## config.mk

```make
export PLATFORM = sky130hd
export DESIGN_NAME = sync_fifo
export DESIGN_NICKNAME = d
export VERILOG_FILES = /design/src/rtl/fifo_pkg.sv /design/src/rtl/fifo_mem.sv /design/src/rtl/sync_fifo.sv
export SDC_FILE = /design/constraint.sdc
export NUM_CORES = 1
export LEC_CHECK = 0
export ABC_CLOCK_PERIOD_IN_PS = 3400
export CORE_MARGIN = 2
export CORE_UTILIZATION = 50
export CTS_BUF_LIST = sky130_fd_sc_hd__clkbuf_16
export DETAILED_ROUTE_END_ITERATION = 16
export HOLD_SLACK_MARGIN = 0.03
export PLACE_DENSITY = 0.65
export SLEW_MARGIN = 20
export SYNTH_ARGS = -nofsm -noshare
export SYNTH_HDL_FRONTEND = slang
export SYNTH_HIERARCHICAL = 1
export SYNTH_SLANG_ARGS = --single-unit
```

## constraint.sdc

```tcl
create_clock -name CLK -period 3.4 [get_ports CLK]
set_clock_uncertainty 0.05 [all_clocks]
set_input_delay 0.68 -clock CLK [delete_from_list [all_inputs] [get_ports CLK]]
set_output_delay 0.68 -clock CLK [all_outputs]
set_load 0.02 [all_outputs]
```

## src/rtl/fifo_pkg.sv

```systemverilog
// Shared types and helpers for the sync_fifo block.
// Read-port style is chosen in sync_fifo via SYNC_FIFO_FWFT_EN.
package fifo_pkg;

  typedef enum logic [0:0] {
    ERR_OVF = 1'b0,
    ERR_UDF = 1'b1
  } err_e;

  localparam int ERR_N = 2;

  function automatic int fifo_depth(input int aw);
    return 1 << aw;
  endfunction

endpackage

```

## src/rtl/fifo_mem.sv

```systemverilog
// Flop-array dual-port memory: one sync write port, one read port
// that is either registered (REG_RD=1) or combinational (REG_RD=0).
module fifo_mem
  import fifo_pkg::*;
#(
  parameter int DW     = 8,
  parameter int AW     = 4,
  parameter bit REG_RD = 1'b1
) (
  input  logic          clk,
  input  logic          rst_n,
  input  logic          clr,
  input  logic          we,
  input  logic [AW-1:0] waddr,
  input  logic [DW-1:0] wdata,
  input  logic          re,
  input  logic [AW-1:0] raddr,
  output logic [DW-1:0] rdata
);

  localparam int DEPTH = fifo_depth(AW);

  logic [DW-1:0] mem [DEPTH];

  // Storage is deliberately left unreset.
  always_ff @(posedge clk) begin
    if (we) begin
      mem[waddr] <= wdata;
    end
  end

  generate
    if (REG_RD) begin : g_reg_rd
      always_ff @(posedge clk or negedge rst_n) begin
        if (!rst_n) begin
          rdata <= '0;
        end else if (clr) begin
          rdata <= '0;
        end else if (re) begin
          rdata <= mem[raddr];
        end
      end
    end else begin : g_comb_rd
      assign rdata = mem[raddr];
    end
  endgenerate

endmodule

```

## src/rtl/sync_fifo.sv

```systemverilog
// Single-clock FIFO with level, almost flags, sticky errors and flush.
// Define SYNC_FIFO_FWFT_EN for first-word-fall-through reads.
module sync_fifo
  import fifo_pkg::*;
#(
  parameter int DATA_WIDTH = 8,
  parameter int ADDR_WIDTH = 4,
  parameter int AF_THRESH  = 12,
  parameter int AE_THRESH  = 2
) (
  input  logic                  CLK,
  input  logic                  RST,
  input  logic                  CLR,
  input  logic                  W_INC,
  input  logic [DATA_WIDTH-1:0] WR_DATA,
  input  logic                  R_INC,
  output logic [DATA_WIDTH-1:0] RD_DATA,
  output logic                  FULL,
  output logic                  EMPTY,
  output logic                  ALMOST_FULL,
  output logic                  ALMOST_EMPTY,
  output logic [ADDR_WIDTH:0]   LEVEL,
  output logic                  OVERFLOW,
  output logic                  UNDERFLOW
);

  localparam int DEPTH = fifo_depth(ADDR_WIDTH);

  typedef logic [ADDR_WIDTH:0] ptr_t;
  typedef logic [ADDR_WIDTH:0] lvl_t;

  localparam lvl_t LVL_MAX = lvl_t'(DEPTH);
  localparam lvl_t LVL_AF  = lvl_t'(AF_THRESH);
  localparam lvl_t LVL_AE  = lvl_t'(AE_THRESH);

`ifdef SYNC_FIFO_FWFT_EN
  localparam bit REG_RD = 1'b0;
`else
  localparam bit REG_RD = 1'b1;
`endif

  ptr_t             wr_ptr;
  ptr_t             rd_ptr;
  lvl_t             level_q;
  lvl_t             level_d;
  logic [ERR_N-1:0] err_q;
  logic [ERR_N-1:0] err_d;
  logic             wr_ok;
  logic             rd_ok;

  // Accepts look only at registered FULL/EMPTY; a flush masks both.
  always_comb begin
    wr_ok   = W_INC && !FULL && !CLR;
    rd_ok   = R_INC && !EMPTY && !CLR;
    level_d = level_q;
    err_d   = err_q;
    if (W_INC && FULL) begin
      err_d[ERR_OVF] = 1'b1;
    end
    if (R_INC && EMPTY) begin
      err_d[ERR_UDF] = 1'b1;
    end
    unique case ({wr_ok, rd_ok})
      2'b10:   level_d = level_q + lvl_t'(1);
      2'b01:   level_d = level_q - lvl_t'(1);
      default: level_d = level_q;
    endcase
  end

  always_ff @(posedge CLK or negedge RST) begin
    if (!RST) begin
      wr_ptr       <= '0;
      rd_ptr       <= '0;
      level_q      <= '0;
      err_q        <= '0;
      FULL         <= 1'b0;
      EMPTY        <= 1'b1;
      ALMOST_FULL  <= 1'b0;
      ALMOST_EMPTY <= 1'b1;
    end else if (CLR) begin
      wr_ptr       <= '0;
      rd_ptr       <= '0;
      level_q      <= '0;
      err_q        <= '0;
      FULL         <= 1'b0;
      EMPTY        <= 1'b1;
      ALMOST_FULL  <= 1'b0;
      ALMOST_EMPTY <= 1'b1;
    end else begin
      if (wr_ok) begin
        wr_ptr <= wr_ptr + ptr_t'(1);
      end
      if (rd_ok) begin
        rd_ptr <= rd_ptr + ptr_t'(1);
      end
      level_q      <= level_d;
      err_q        <= err_d;
      FULL         <= (level_d == LVL_MAX);
      EMPTY        <= (level_d == '0);
      ALMOST_FULL  <= (level_d >= LVL_AF);
      ALMOST_EMPTY <= (level_d <= LVL_AE);
    end
  end

  assign LEVEL     = level_q;
  assign OVERFLOW  = err_q[ERR_OVF];
  assign UNDERFLOW = err_q[ERR_UDF];

  fifo_mem #(
    .DW     (DATA_WIDTH),
    .AW     (ADDR_WIDTH),
    .REG_RD (REG_RD)
  ) u_mem (
    .clk   (CLK),
    .rst_n (RST),
    .clr   (CLR),
    .we    (wr_ok),
    .waddr (wr_ptr[ADDR_WIDTH-1:0]),
    .wdata (WR_DATA),
    .re    (rd_ok),
    .raddr (rd_ptr[ADDR_WIDTH-1:0]),
    .rdata (RD_DATA)
  );

endmodule

```

==> results_dict.tcl, run 1 <==
set metrics [dict create \
    status "finished clean" \
    power.density_nw_per_um2 575.0 \
    fin_area_um2 7575 \
    design.core.area_um2 12570 \
    synth_area_um2 6391 \
    hold_viol 0 \
    clkPwrFrac_pct 44.5 \
    grt_usage_pct 21.10 \
    p_int_mw 3.431 \
    dr.pass1.iters 5 \
    yosysSeqAreaShare_pct 70.75 \
    ctsResizeCount 0 \
    timing.final.max_slew_violations 0 \
    seqPwrFrac_pct 48.9 \
    antenna_cells 0 \
    overflow 0 \
    fp.dieW_um 117.1 \
    dp_hpwl_um 8530 \
    cts_setup_buffers 0 \
    drc_errors 0 \
    hold_path_class "register to register" \
    drt_iter0_drc 318 \
    area_growth_pct 18.52 \
    async_reset_ff_share_pct 17.42 \
    cts_made_buffers 17 \
    maxCapViolations 0 \
    worst_ep_required_time_ns 3.70 \
    path_class "input port to register" \
    setup_viol 0 \
    synth.area.top_cells "edfxtp_1 (60%), mux2i_1 (11%), dfrtp_1 (9.8%)" \
    period_share_pct 87.63 \
    yosys.cell_types.count 43 \
    p_sw_share_pct 21.22 \
    row_count 41 \
    final_nets 490 \
    io_pins 32 \
    syn_nets 430 \
    synth_most_common_cell "edfxtp_1" \
    syn-mean-instance-area_um2 15.51 \
    switching_power_uw 924.4 \
    wire_per_inst_um 20.70 \
    vdd_ir_drop_max_mv 0.3644 \
    synth_seq_cells 155 \
    gp_congestion 0.8309 \
    cellLeakagePower_nw 2.652 \
    worst_slew_pin_slew_ns 0.8788 \
    relSlewSlack_pct 41.15 \
    port_buffers 31 \
    h-tree-depth 4 \
    fmax_mhz 335.7 \
    path_cells "clkdlybuf4s50_1 -> nor2b_1 -> and2_1 -> ha_1 -> xor2_1 -> ha_1 -> or3b_1 -> a32oi_1 -> xor2_1 -> buf_4 -> nand3_1 -> o21ai_0" \
    arrival_ns 3.28 \
    fin_ws_ns 0.4207 \
    drt-total-wl_um 13600 \
    vias 3691 \
    pre_cts_ws_ns -0.002493 \
    synth-edff-count 128 \
    clockBufferDepth 2 \
    root_buffer "clkbuf_16" \
    slowest_stage "clkdlybuf4s50_1" \
    synth_flop_cell "edfxtp_1" \
    pwr-share-comb_pct 6.6 \
    drive_gt1_share_pct 14.02 \
    holdBufCountCts 0 \
    grt_max_degree 30 \
    startpoint_type "input port" \
    post-route-min-period_ns 2.979 \
    die_area_um2 13700 \
    rsz0062_at_grt "no" \
    grt_pass1_vias 3643 \
    cp-end-kind "register" \
    max_stage_delay_ns 0.47 \
    via_per_inst 5.618 \
    yosysWarningCount 6 \
    cp_max_fo 3 \
    initial_core_util_pct 50.85 \
    cts.sinks 155 \
    insertion_delay_ns 0.43 \
    die_y_um 117.1 \
    grt_pass1_wl_um 20420 \
    synth_cells 412 \
    synth_common_cells "edfxtp_1 (128), mux2i_1 (68), nand2_1 (30)" \
    placed_area_um2 6965 \
    cts_tree "yes" \
    antenna_found_initial 0 \
    clkTransAtPathRegs_ns 0.06 \
    synth_top_area_cell "edfxtp_1" \
    finish.utilization_pct 60.27 \
    drtAntennaViolNets 0 \
    synth_top_area_share_pct 60.14 \
]
[power groups by stage]
stage          combinational (mW)  sequential [mW]  clock (mW)
6_report                    0.287             2.13        1.94
5_1_grt                     0.312             2.14        2.03
4_1_cts                     0.289             2.13        1.96
3_5_place_dp                0.287             2.17           0
3_3_place_gp                0.281             2.17           0
2_1_floorplan               0.193             2.16           0
[logic make-up (layout without fill, tap and decap cells)]
logic type / Yosys count / after routing / share of synthesized area [%]
buffers and inverters: 22 / 95 / 3.112
xor gates and xnor gates: 10 / 10 / 1.370
and+or+nand+nor: 114 / 114 / 8.771
adders and majority gates: 5 / 5 / 0.9789
AOI/OAI and AO/OA: 38 / 38 / 4.366
DFF: 155 / 155 / 70.75
muxes: 68 / 68 / 10.65
[worst max-delay path: cells and delay by family]
kind,cells,cell delay (ns)
buffers and inverters,2,0.63
xor gates and xnor gates,2,0.40
and+or+nand+nor,4,0.75
adders and majority gates,2,0.39
AOI/OAI and AO/OA,2,0.42
[layer usage]
layer / global-route usage [%] / share of wire (%)
met1: 26.69 / 43
met2: 34.57 / 50
met3: 5.458 / 5.0
met4: 9.490 / 2.5
met5: 0 / 0
[final cells by class]
type	instances	area, um^2
Clock buffer	17	425.4
Clock inverter	15	183.9
Fill cell	958	4994
Inverter	3	11.26
Multi-Input combinational cell	235	1673
Sequential cell	155	4526
Tap cell	172	215.2
Timing Repair Buffer	60	540.5
[worst paths after layout]
path | end | slack (ns) | startpoint | depth (start not counted)
hold / removal | u_mem/rdata[1]$_DFFE_PN0P_ | 0.44 | u_mem/rdata[1]$_DFFE_PN0P_ | 2
setup reg to reg | EMPTY$_DFF_PN1_ | 0.69 | EMPTY$_DFF_PN1_ | 11
setup / recovery | EMPTY$_DFF_PN1_ | 0.42 | R_INC | 12
max in group asynchronous | EMPTY$_DFF_PN1_ | 2.04 | RST | 2
min in group asynchronous | LEVEL[3]$_DFF_PN0_ | 0.55 | RST | 1
hold reg to reg | u_mem/rdata[1]$_DFFE_PN0P_ | 0.44 | u_mem/rdata[1]$_DFFE_PN0P_ | 2
[state kept, by name, summed over array words and instances (netlist names)]
register / flops
u_mem/mem: 128
u_mem/rdata: 8
FULL: 1
LEVEL: 5
ALMOST_FULL: 1
rd_ptr: 4
EMPTY: 1
wr_ptr: 4
ALMOST_EMPTY: 1
err_q: 2
[placed cells by master, fill, tap and decap left out, types with 2 or more instances in the layout]
cell / netlist / layout
and2_1: 3 / 3
nor2_1: 27 / 27
clkinv_2: 0 / 2
a21o_2: 2 / 2
xnor2_1: 2 / 2
nor3_1: 5 / 5
clkinvlp_4: 0 / 4
bufinv_16: 0 / 4
nand2_1: 30 / 30
buf_4: 3 / 28
nand4_1: 10 / 10
dfstp_2: 2 / 2
nand2b_1: 4 / 4
inv_1: 3 / 6
nor2_2: 2 / 2
a22oi_1: 24 / 24
mux2i_1: 68 / 68
ha_1: 5 / 5
nor2b_1: 5 / 4
nand3b_1: 2 / 2
a21oi_1: 4 / 4
dfrtp_1: 25 / 24
edfxtp_1: 128 / 128
nand3_1: 19 / 19
clkbuf_16: 0 / 17
clkdlybuf4s50_1: 0 / 31
xor2_1: 8 / 8
o21ai_0: 2 / 2
[per-stage QoR]
stage                TNS [ns]  hold slack [ns]  instances  power, mW
floorplan                   0           0.3344        412      2.352
global placement            0           0.4276        625      2.451
detailed placement  -0.002493           0.4289        625      2.458
CTS                         0           0.4423        657      4.377
global route                0           0.4713        657      4.482
finish                      0           0.4392        657      4.356
No activity file was read; power rests on OpenSTA's default activity.
==> run 2, diff against run 1 <==
GPL_ROUTABILITY_DRIVEN = 0   (was not set)
==> results of run 2 <==
Same layout as run 1: the final DEF is identical, and so are final timing and power.
==> run 3, diff against run 2 <==
CORE_UTILIZATION = 59   (was 50)
PLACE_DENSITY = 0.75   (was 0.65)
==> results_dict.tcl, run 3 (synthesized netlist as in run 1, its figures left out) <==
set metrics [dict create \
    status "finished clean" \
    path_buf_inv 2 \
    cts.sinks 155 \
    clkTransAtPathRegs_ns 0.06 \
    grt_pass1_wl_um 20510 \
    mostFrequentLayoutCells "edfxtp_1 (128), mux2i_1 (68), clkdlybuf4s50_1 (31)" \
    clockBufferDepth 2 \
    stdcell_count 627 \
    final_nets 492 \
    crit_family "simple AND/OR/NAND/NOR gates" \
    maxCapViolations 0 \
    overflow 0 \
    drt-met1-wl_um 5215 \
    fin_area_um2 7473 \
    h-tree-depth 4 \
    startpoint_type "input port" \
    dp_hpwl_um 8488 \
    cts_tree "yes" \
    cellLeakagePower_nw 2.620 \
    drc_errors 0 \
    ctsResizeCount 0 \
    grt_max_degree 31 \
    antenna_cells 0 \
    fmax_mhz 326.3 \
    worst_slew_pin_slew_ns 0.8022 \
    port_buffers 31 \
    path_class "input port to register" \
    drt-total-wl_um 13240 \
    hold_path_class "register to register" \
    holdBufCountCts 0 \
    cp_max_fo 3 \
    top_layer_used "met4" \
    period_share_pct 90.13 \
    fp.dieW_um 108.1 \
    grt_usage_pct 24.86 \
    wl_met3_um 850 \
    initial_core_util_pct 59.74 \
    drt_iter0_drc 329 \
    cts_setup_buffers 0 \
    placed_cells 595 \
    wl_met2_um 6747 \
    insertion_delay_ns 0.42 \
    row_count 38 \
    vias 3769 \
    finish.utilization_pct 69.86 \
    drtAntennaViolNets 0 \
    hold_viol 0 \
    drive_gt1_share_pct 13.96 \
    slowest_stage "clkdlybuf4s50_1" \
    io_pins 32 \
    path_cells "clkdlybuf4s50_1 -> nor2b_1 -> and2_1 -> ha_1 -> xor2_1 -> ha_1 -> or3b_1 -> a32oi_1 -> xor2_1 -> buf_4 -> nand3_1 -> o21ai_0" \
    dr.pass1.iters 7 \
    via_per_inst 6.011 \
    top_register "u_mem/mem" \
    wire_per_inst_um 21.11 \
    placed_area_um2 6938 \
    max_stage_delay_ns 0.48 \
    arrival_ns 3.36 \
    mostFrequentLayoutCell "edfxtp_1" \
    antenna_found_initial 0 \
    vdd_ir_drop_max_mv 0.3452 \
    area_growth_pct 16.93 \
    die_y_um 108.1 \
    power.density_nw_per_um2 551.3 \
    timing.final.max_slew_violations 0 \
    post-route-min-period_ns 3.064 \
    setup_viol 0 \
    final.setup.tns_ns 0 \
    rsz0062_at_grt "no" \
    cp-end-kind "register" \
    cts_made_buffers 17 \
    root_buffer "clkbuf_16" \
    design.core.area_um2 10700 \
    relSlewSlack_pct 46.46 \
    worst_ep_required_time_ns 3.69 \
    largest_reg_flops 128 \
    die_area_um2 11680 \
    grt_pass1_vias 3787 \
]
run 3: changes by cell type in the layout (fill, tap and decap cells not counted):
cell	previous run	this run
clkinv_2	2	3
clkinvlp_4	4	5
clkinv_1	1	4
buf_4	28	30
inv_1	6	4
nor2b_1	4	5
bufinv_16	4	1
nor2b_2	1	0
run 3: path summary, 6_finish.rpt:
check / from / to / slack (ns) / cells after the start
worst max-delay path: R_INC / EMPTY$_DFF_PN1_ / 0.34 / 12
worst min-delay path: u_mem/rdata[6]$_DFFE_PN0P_ / u_mem/rdata[6]$_DFFE_PN0P_ / 0.45 / 2
worst max register to register: EMPTY$_DFF_PN1_ / EMPTY$_DFF_PN1_ / 0.62 / 11
worst min register to register: u_mem/rdata[6]$_DFFE_PN0P_ / u_mem/rdata[6]$_DFFE_PN0P_ / 0.45 / 2
max in group asynchronous: RST / EMPTY$_DFF_PN1_ / 2.39 / 2
min in group asynchronous: RST / ALMOST_FULL$_DFF_PN0_ / 0.59 / 2
run 3: worst register-to-register path, stage by stage, from the launching register on:
cell	delay, ns
dfstp_2	0.54
nor2b_1	0.05
and2_1	0.17
ha_1	0.21
xor2_1	0.16
ha_1	0.20
or3b_1	0.37
a32oi_1	0.30
xor2_1	0.26
buf_4	0.16
nand3_1	0.06
o21ai_0	0.17
run 3: per-layer routing:
| layer | vias to the layer above | GRT usage [%] |
|---|---|---|
| met5 | - | 0 |
| met4 | 0 | 11.54 |
| met3 | 31 | 7.715 |
| met2 | 145 | 41.06 |
| met1 | 1900 | 30.09 |
| li1 | 1693 | - |
run 3: area by class of cell:
type	instances	area, um^2
fillers	732	3224
flip-flops and latches	155	4526
clock inverters	15	110.1
inverters	3	11.26
multi-input cells	235	1670
repair buffers	62	555.5
clock buffers	17	425.4
well taps	140	175.2
run 3: metrics by stage:
step	hold WS (ns)	total power, mW	setup WS (ns)
after floorplan	0.3344	2.352	0.3216
after global placement	0.4233	2.447	0.08860
after detailed placement	0.4331	2.454	-0.06446
after CTS	0.4515	4.137	0.3561
after global routing	0.4805	4.249	0.1378
final	0.4455	4.120	0.3355
run 3: power breakdown:
part	switching, mW	total (mW)	internal, mW
clock network	0.720	1.71	0.986
registers	0.0421	2.13	2.09
logic	0.154	0.283	0.129
